**config.mk**
```make
export PLATFORM = sky130hd
export DESIGN_NAME = td4_exec_unit
export DESIGN_NICKNAME = d
export VERILOG_FILES = /design/src/rtl/td4_exec_unit.sv
export SDC_FILE = /design/constraint.sdc
export NUM_CORES = 1
export LEC_CHECK = 0
export CAP_MARGIN = 20
export CORE_UTILIZATION = 42
export DETAILED_ROUTE_END_ITERATION = 7
export PLACE_DENSITY = 0.83
export REMOVE_ABC_BUFFERS = 1
export SYNTH_ARGS = -nofsm -noshare
export SYNTH_HDL_FRONTEND = slang
export SYNTH_SLANG_ARGS = --single-unit
export TNS_END_PERCENT = 50
```
**constraint.sdc**
```tcl
create_clock -name clk -period 3.4 [get_ports clk]
set_clock_uncertainty 0.05 [all_clocks]
set_input_delay 0.68 -clock clk [delete_from_list [all_inputs] [get_ports clk]]
set_output_delay 0.68 -clock clk [all_outputs]
set_load 0.01 [all_outputs]
```
**src/rtl/td4_exec_unit.sv**
```systemverilog
// td4_exec_unit: execute/write-back stage of the 4-bit minicpu.
// The stage decodes the instruction at pc and drives the external 4-bit
// adder. On the same rising edge it writes the adder result back into the
// one destination selected by the opcode.
//
// Ports:
//   clk, rst       rising-edge clock, synchronous active-high reset
//   en             retire enable; low holds all architectural state
//   instr[7:0]     instruction at pc: [7:4] opcode, [3:0] immediate
//   in_port[3:0]   external input port
//   alu_ain/bin    combinational ALU operands (bin is always the immediate)
//   alu_out, alu_c ALU sum and carry-out
//   pc             program counter
//   out_port       output port register
//   reg_a, reg_b   general registers (observe only)
//   carry          carry flag
module td4_exec_unit #(
  parameter int unsigned            WIDTH    = 4,
  parameter logic [WIDTH-1:0]       RESET_PC = '0
) (
  input  logic               clk,
  input  logic               rst,
  input  logic               en,
  input  logic [7:0]         instr,
  input  logic [WIDTH-1:0]   in_port,
  output logic [WIDTH-1:0]   alu_ain,
  output logic [WIDTH-1:0]   alu_bin,
  input  logic [WIDTH-1:0]   alu_out,
  input  logic               alu_c,
  output logic [WIDTH-1:0]   pc,
  output logic [WIDTH-1:0]   out_port,
  output logic [WIDTH-1:0]   reg_a,
  output logic [WIDTH-1:0]   reg_b,
  output logic               carry
);

  localparam int unsigned OPW = 4;

  localparam logic [OPW-1:0] OP_ADD_A = 4'b0000;
  localparam logic [OPW-1:0] OP_MOV_AB = 4'b0001;
  localparam logic [OPW-1:0] OP_IN_A  = 4'b0010;
  localparam logic [OPW-1:0] OP_MOV_A = 4'b0011;
  localparam logic [OPW-1:0] OP_MOV_BA = 4'b0100;
  localparam logic [OPW-1:0] OP_ADD_B = 4'b0101;
  localparam logic [OPW-1:0] OP_IN_B  = 4'b0110;
  localparam logic [OPW-1:0] OP_MOV_B = 4'b0111;
  localparam logic [OPW-1:0] OP_OUT_B = 4'b1001;
  localparam logic [OPW-1:0] OP_OUT_I = 4'b1011;
  localparam logic [OPW-1:0] OP_JNC   = 4'b1110;
  localparam logic [OPW-1:0] OP_JMP   = 4'b1111;

  logic [OPW-1:0]   opcode;
  logic [WIDTH-1:0] a_q, a_d, b_q, b_d, out_q, out_d, pc_q, pc_d;
  logic             carry_q, carry_d;
  logic             wr_a, wr_b, wr_out, jump, defined_op;

  assign opcode  = instr[7:4];
  assign alu_bin = WIDTH'(instr[3:0]);

  // Decode: operand A source and the single write-back destination
  always_comb begin
    alu_ain    = '0;
    wr_a       = 1'b0;
    wr_b       = 1'b0;
    wr_out     = 1'b0;
    jump       = 1'b0;
    defined_op = 1'b1;
    case (opcode)
      OP_ADD_A:  begin alu_ain = a_q;     wr_a   = 1'b1; end
      OP_MOV_AB: begin alu_ain = b_q;     wr_a   = 1'b1; end
      OP_IN_A:   begin alu_ain = in_port; wr_a   = 1'b1; end
      OP_MOV_A:  begin                    wr_a   = 1'b1; end
      OP_MOV_BA: begin alu_ain = a_q;     wr_b   = 1'b1; end
      OP_ADD_B:  begin alu_ain = b_q;     wr_b   = 1'b1; end
      OP_IN_B:   begin alu_ain = in_port; wr_b   = 1'b1; end
      OP_MOV_B:  begin                    wr_b   = 1'b1; end
      OP_OUT_B:  begin alu_ain = b_q;     wr_out = 1'b1; end
      OP_OUT_I:  begin                    wr_out = 1'b1; end
      OP_JMP:    begin                    jump   = 1'b1; end
      // JNC looks at the flag as it was before this edge
      OP_JNC:    begin                    jump   = ~carry_q; end
      default:   begin                    defined_op = 1'b0; end
    endcase
  end

  // Next-state values; registers that are not the destination hold
  always_comb begin
    a_d     = wr_a   ? alu_out : a_q;
    b_d     = wr_b   ? alu_out : b_q;
    out_d   = wr_out ? alu_out : out_q;
    pc_d    = jump   ? alu_out : pc_q + WIDTH'(1);
    carry_d = defined_op ? alu_c : carry_q;
  end

  // Architectural state; reset wins over enable
  always_ff @(posedge clk) begin
    if (rst) begin
      pc_q    <= RESET_PC;
      a_q     <= '0;
      b_q     <= '0;
      out_q   <= '0;
      carry_q <= 1'b0;
    end else if (en) begin
      pc_q    <= pc_d;
      a_q     <= a_d;
      b_q     <= b_d;
      out_q   <= out_d;
      carry_q <= carry_d;
    end
  end

  assign pc       = pc_q;
  assign reg_a    = a_q;
  assign reg_b    = b_q;
  assign out_port = out_q;
  assign carry    = carry_q;

endmodule

```
==> reports/results.tsv, run 1 <==
stage	metric	value	unit
run_status	status	finished, final reports clean	
worst_setup_path	Critical Path AT	2.35	ns
flow_run	max cap viols	0	
worst_setup_path	R2R cell count	3	
clock_network	CTS Hold Buffers Added	0	
layout	layout cells sized above 1	0.0859	
layout	synth-to-layout area growth	38.9	%
floorplan	die height	48.9	um
logic_synthesis	Mapped Cells	97	
clock_network	Resized cells post-CTS	0	
logic_synthesis	Post-Syn Area	923	um2
placed_design	routability cong.	0.790	
worst_hold_path	hold path startpoint	out_port[2]	
sta	post-route setup TNS	0	ns
worst_setup_path	crit start category	input pin	
worst_setup_path	crit end category	primary output	
sta	RSZ-0062 raised after global routing	no	
pwr	Power Dens Cells	327	nW/um2
pwr	worst vdd ir	0.300	mV
sta	FMAX	325	MHz
placed_design	PortBufs	36	
sta	Max Slew Vio Count	0	
worst_setup_path	Setup CP Type	in2out	
worst_setup_path	CP required	2.67	ns
clock_network	H-tree Lvls	1	
logic_synthesis	Syn Area/Cell	9.52	um2
placed_design	placed insts	151	
routing	ANT nets after route	0	
logic_synthesis	total of warnings raised by yosys	0	
routing	Vias/cell	5.36	
global_routing	first-pass GRT wire length	3550	um
global_routing	maximum number of pins on one net before global-route repair	19	
clock_network	clock slew at reported path FFs	0.11	ns
sta	Final Critical Period	3.08	ns
floorplan	initial core utilization	0.457	
sta	Hold Vio Cnt, Final	0	
global_routing	initial antenna violation count	0	
clock_network	Root Driver	clkbuf_4	
logic_synthesis	sequential area share after synthesis	0.369	
worst_setup_path	Worst Setup SP	instr[4]	
floorplan	chip width	48.9	um
clock_network	clk buf depth	2	
layout	fin cells	155	
clock_network	postcts setup bufs	0	
floorplan	core area	2020	um2
logic_synthesis	#FFs+latches synth	17	
clock_network	Clock Sink Count	17	
placed_design	post-DP HPWL	1660	um
sta	Final Cycle Share	0.904	
logic_synthesis	Yosys cell types	31	
layout	Nets	150	
clock_network	TritonCTS clock tree	done	
floorplan	die area	2390	um2
worst_hold_path	Hold Path Depth	2	
layout	n_diodes	0	
global_routing	grt ovf	0	
worst_hold_path	Min-Delay Path Class	reg2reg	
floorplan	Ports	45	
global_routing	vias in the first global route	767	
worst_setup_path	R2R Path Start	carry	
routing	aggregate routed wire length	2260	um
routing	Detailed Route Iter0 Violations	12	
global_routing	Overall Global Routing Usage	0.198	
routing	Pre-antenna DRT Iters	4	
sta	actual slew at the worst max-slew pin	0.641	ns
routing	DRC viols	0	
clock_network	Inserted Clock Buffers	3	
worst_setup_path	CP Max Fanout	6	
routing	total number of vias	831	
floorplan	Core Rows	16	
sta	Slew HR	0.571	
routing	drt wl/cell	14.6	um
pwr	Leakage Power	0.513	nW
sta	# setup viols final	0	
clock_network	Clock Latency Late Sink	0.30	ns
==> metrics by stage <==
stage / total power [mW] / hold slack (ns) / instance area [um2] / util / setup WS, ns
3_3_place_gp: 0.308 / 0.435 / 1250 / 0.621 / 0.360
2_1_floorplan: 0.254 / 0.462 / 846 / - / 1.40
4_1_cts: 0.424 / 0.473 / 1280 / 0.634 / 0.319
6_report: 0.419 / 0.464 / 1280 / 0.634 / 0.325
3_5_place_dp: 0.310 / 0.443 / 1250 / 0.621 / 0.336
5_1_grt: 0.439 / 0.495 / 1280 / 0.634 / 0.213
==> area by class of cell <==
cell class / instances / area (um2)
timing repair buffer: 38 / 375
clock inverter: 1 / 5.00
clock buffer: 3 / 22.5
inverter: 2 / 7.51
fill: 185 / 739
sequential: 17 / 340
tap: 27 / 33.8
multi-input combinational: 67 / 498
==> metal layers <==
metal | GRT usage | vias up | share of wire
li1 | - | 406 | -
met4 | 0.123 | 0 | 0.023
met5 | 0 | - | 0
met2 | 0.333 | 25 | 0.46
met1 | 0.231 | 395 | 0.47
met3 | 0.0343 | 5 | 0.044
==> path summary, 6_finish.rpt <==
kind                                     to  slack, ns
worst max-delay path             alu_ain[2]       0.32
worst min-delay path            out_port[2]       0.46
worst min register to register  out_port[2]       0.46
worst max register to register        pc[3]       2.16
==> flip-flops by register name, summed over array words and instances, names as in the netlist <==
name / count
carry: 1
pc: 4
reg_a: 4
reg_b: 4
out_port: 4
==> synthesized netlist by cell type <==
| library cell | n | area [um2] |
|---|---|---|
| o211ai_1 | 1 | 7.51 |
| or2_2 | 1 | 6.26 |
| clkbuf_1 | 2 | 7.51 |
| o2bb2ai_1 | 4 | 35.0 |
| a311oi_1 | 1 | 8.76 |
| nor3b_2 | 1 | 12.5 |
| ha_1 | 1 | 12.5 |
| and3_4 | 1 | 11.3 |
| mux2i_1 | 18 | 180 |
| a21oi_1 | 1 | 5.00 |
| a211o_2 | 1 | 10.0 |
| dfxtp_1 | 17 | 340 |
| a211oi_1 | 1 | 7.51 |
| o22ai_1 | 1 | 6.26 |
| nand2_1 | 3 | 11.3 |
| nand3_1 | 3 | 15.0 |
| nand4b_1 | 1 | 8.76 |
| nor2b_1 | 2 | 12.5 |
| nand4_1 | 3 | 18.8 |
| a31oi_1 | 2 | 12.5 |
| o21ai_0 | 1 | 5.00 |
| a41oi_2 | 1 | 16.3 |
| nand3b_1 | 1 | 7.51 |
| buf_2 | 2 | 10.0 |
| nand2b_1 | 3 | 18.8 |
| buf_6 | 2 | 22.5 |
| a2111o_1 | 1 | 11.3 |
| nor2_1 | 13 | 48.8 |
| and3b_1 | 1 | 8.76 |
| inv_1 | 2 | 7.51 |
| buf_4 | 5 | 37.5 |
==> where the power goes <==
part / switching, mW / leakage (nW) / internal, mW / total (mW)
Clock: 0.0692 / 0.0177 / 0.0439 / 0.113
Combinational: 0.0393 / 0.357 / 0.0513 / 0.0907
Sequential: 0.00758 / 0.138 / 0.208 / 0.215
==> critical path, cell delays in order <==
cell and delay, ns:
clkdlybuf4s50_1 0.56, inv_1 0.06, a211oi_1 0.22, buf_4 0.17, o2bb2ai_1 0.11, clkdlybuf4s50_1 0.55
==> placed cells by master (no fill, tap or decap), types with 2 or more instances in the layout <==
| cell type | instances |
|---|---|
| dfxtp_1 | 17 |
| o2bb2ai_1 | 4 |
| nand4_1 | 3 |
| clkbuf_4 | 3 |
| nand3_1 | 3 |
| nor2b_1 | 2 |
| clkdlybuf4s50_1 | 36 |
| nand2_1 | 3 |
| nand2b_1 | 3 |
| nor2_1 | 13 |
| mux2i_1 | 18 |
| a31oi_1 | 2 |
| inv_1 | 2 |
| buf_4 | 2 |
==> cell families (layout without fill, tap and decap cells) <==
kind of cell | Yosys count | count (layout) | share of synthesized area
AO/OA/AOI/OAI | 15 | 15 | 0.136
adder cells (fa/ha/maj) | 1 | 1 | 0.0135
AND/OR/NAND/NOR | 33 | 33 | 0.195
flip-flops | 17 | 17 | 0.369
multiplexers | 18 | 18 | 0.195
buffers and inverters | 13 | 44 | 0.0922
(Power assumes the default switching activity.)
==> inputs of run 2 (changes only) <==
- CORE_UTILIZATION: 42 -> 30
- PLACE_DENSITY: 0.83 -> 0.62
==> run 2 against run 1 <==
Against the previous run: the flow now finishes with violations (DRC); final cell count up 3.2%; flip-flop and latch count unchanged; sequential share of layout area shrank 0.31 points; clock-buffer cell count unchanged; die area increased by 38%; critical path depth unchanged; combinational power grew 0.7%; largest cell class unchanged.
==> reports/results.tsv, run 2 (same netlist as run 1, synthesis figures left out) <==
stage	metric	value	unit	change
run_status	status	finished, violations left		
routing	Vias/cell	5.24		-2.3%
sta	Final Critical Period	3.14	ns	+0.0634 ns
layout	n_diodes	0		unchanged
worst_setup_path	Setup CP Type	in2out		
worst_hold_path	Hold Path Depth	2		unchanged
global_routing	met2 Use GR	0.249		-0.0842
sta	Final Cycle Share	0.923		+0.0186
worst_setup_path	crit start category	input pin		
sta	actual slew at the worst max-slew pin	0.662	ns	+0.0208 ns
global_routing	initial antenna violation count	0		unchanged
layout	fillers	275		+49%
worst_setup_path	CP Max Fanout	6		unchanged
layout	layout cells sized above 1	0.0930		+0.00709
floorplan	Ports	45		unchanged
worst_setup_path	Worst Setup SP	instr[4]		
routing	Pre-antenna DRT Iters	6		+2
worst_setup_path	critical path's largest stage delay	0.56	ns	about the same
clock_network	Root Driver	clkbuf_4		
pwr	Power, Total	0.422	mW	+0.74%
placed_design	DP Worst Slack	0.280	ns	-0.0557 ns
routing	aggregate routed wire length	2350	um	+3.8%
global_routing	grt ovf	0		unchanged
placed_design	PortBufs	36		unchanged
clock_network	H-tree Lvls	1		unchanged
placed_design	placed insts	156		+3.3%
placed_design	post-DP HPWL	1790	um	+7.5%
clock_network	Clock Latency Late Sink	0.30	ns	about the same
sta	# setup viols final	0		unchanged
clock_network	Resized cells post-CTS	0		unchanged
sta	Hold Vio Cnt, Final	0		unchanged
layout	synth-to-layout area growth	40.5	%	
worst_setup_path	worst-path cell chain	clkdlybuf4s50_1, inv_1, a211oi_1, buf_4, o2bb2ai_1, clkdlybuf4s50_1		
floorplan	chip width	57.5	um	+18%
clock_network	Clock Sink Count	17		unchanged
sta	post-route setup TNS	0	ns	unchanged
layout	area taken by multi-input logic gates	498	um2	unchanged
pwr	Power Dens Cells	325	nW/um2	-0.43%
sta	Setup WS post-layout	0.262	ns	-0.0634 ns
layout	most frequent cells in the layout	clkdlybuf4s50_1, mux2i_1, dfxtp_1		
layout	fin util	0.459		-0.176
clock_network	Inserted Clock Buffers	3		unchanged
clock_network	postcts setup bufs	0		unchanged
layout	most common cell after layout, fill and taps aside	clkdlybuf4s50_1		
worst_hold_path	hold path startpoint	out_port[3]		
worst_setup_path	crit end category	primary output		
placed_design	routability cong.	0.757		-4.2%
worst_setup_path	cell mode on critical path	clkdlybuf4s50_1		
worst_setup_path	R2R Path Start	carry		
run_status	failing checks	DRC		
routing	drt wl/cell	14.7	um	+0.56%
clock_network	clock slew at reported path FFs	0.11	ns	about the same
pwr	Leakage Power	0.514	nW	+0.20%
placed_design	Post-DP Area	1270	um2	+1.0%
routing	DRC viols	1		+1
flow_run	max cap viols	0		unchanged
clock_network	TritonCTS clock tree	done		
worst_setup_path	crit path max-delay cell type	clkdlybuf4s50_1		
global_routing	maximum number of pins on one net before global-route repair	19		unchanged
floorplan	die height	57.5	um	+18%
worst_setup_path	R2R cell count	3		unchanged
layout	Finished Cell Area	1300	um2	+1.2%
layout	Sequential Area	340	um2	unchanged
layout	Nets	151		+0.67%
pwr	worst vdd ir	0.204	mV	-32%
sta	Slew HR	0.557		-0.0139
sta	Min Hold Slack	0.467	ns	+0.00304 ns
routing	total number of vias	838		+0.84%
global_routing	GR Layer Usage met1	0.196		-0.0345
global_routing	Overall Global Routing Usage	0.155		-0.0427
global_routing	GRT busiest layer	met2		
worst_setup_path	CP required	2.67	ns	about the same
routing	Detailed Route Iter0 Violations	26		+14
floorplan	core area	2830	um2	+40%
global_routing	met3 usage	0.0408		+0.00655
global_routing	vias in the first global route	791		+3.1%
worst_setup_path	Critical Path AT	2.41	ns	+0.06 ns
sta	FMAX	319	MHz	-2.0%
floorplan	die area	3300	um2	+38%
sta	Max Slew Vio Count	0		unchanged
clock_network	CTS Hold Buffers Added	0		unchanged
layout	fin cells	160		+3.2%
global_routing	first-pass GRT wire length	3890	um	+9.5%
floorplan	initial core utilization	0.326		-0.130
floorplan	Core Rows	19		+3
sta	RSZ-0062 raised after global routing	no		
worst_hold_path	Min-Delay Path Class	reg2reg		
clock_network	clk buf depth	2		unchanged
routing	ANT nets after route	0		unchanged
## run 2: cell types whose count changed in the layout (fill, tap and decap cells not counted)
cell,before,now
buf_4,2,3
clkinv_2,1,0
clkinvlp_4,0,1
## run 2: per-layer routing
metal	wire, um	share of wire
met4	38	0.016
met3	121	0.052
met5	0	0
met1	1070	0.46
met2	1120	0.48
## run 2: worst paths after layout
kind                 end  slack [ns]
max           alu_ain[2]        0.26
min reg2reg  out_port[3]        0.47
max reg2reg        pc[3]        2.14
min          out_port[3]        0.47
## run 2: where the power goes
part | switching, mW | internal [mW]
sequential | 0.00769 | 0.208
combinational | 0.0394 | 0.0520
clock | 0.0705 | 0.0449
total | 0.118 | 0.304
## run 2: worst max-delay path: cells and delay by family
kind / cells / cell delay [ns]
AOI/OAI and AO/OA: 2 / 0.37
buffers and inverters: 4 / 1.35
## run 2: cell type report
type,instances,area share
clock inverter,1,0.00579
clock buffer,3,0.0174
multi-input combinational,67,0.384
sequential,17,0.262
tap,31,0.0299
inverter,2,0.00579
timing repair buffer,39,0.295
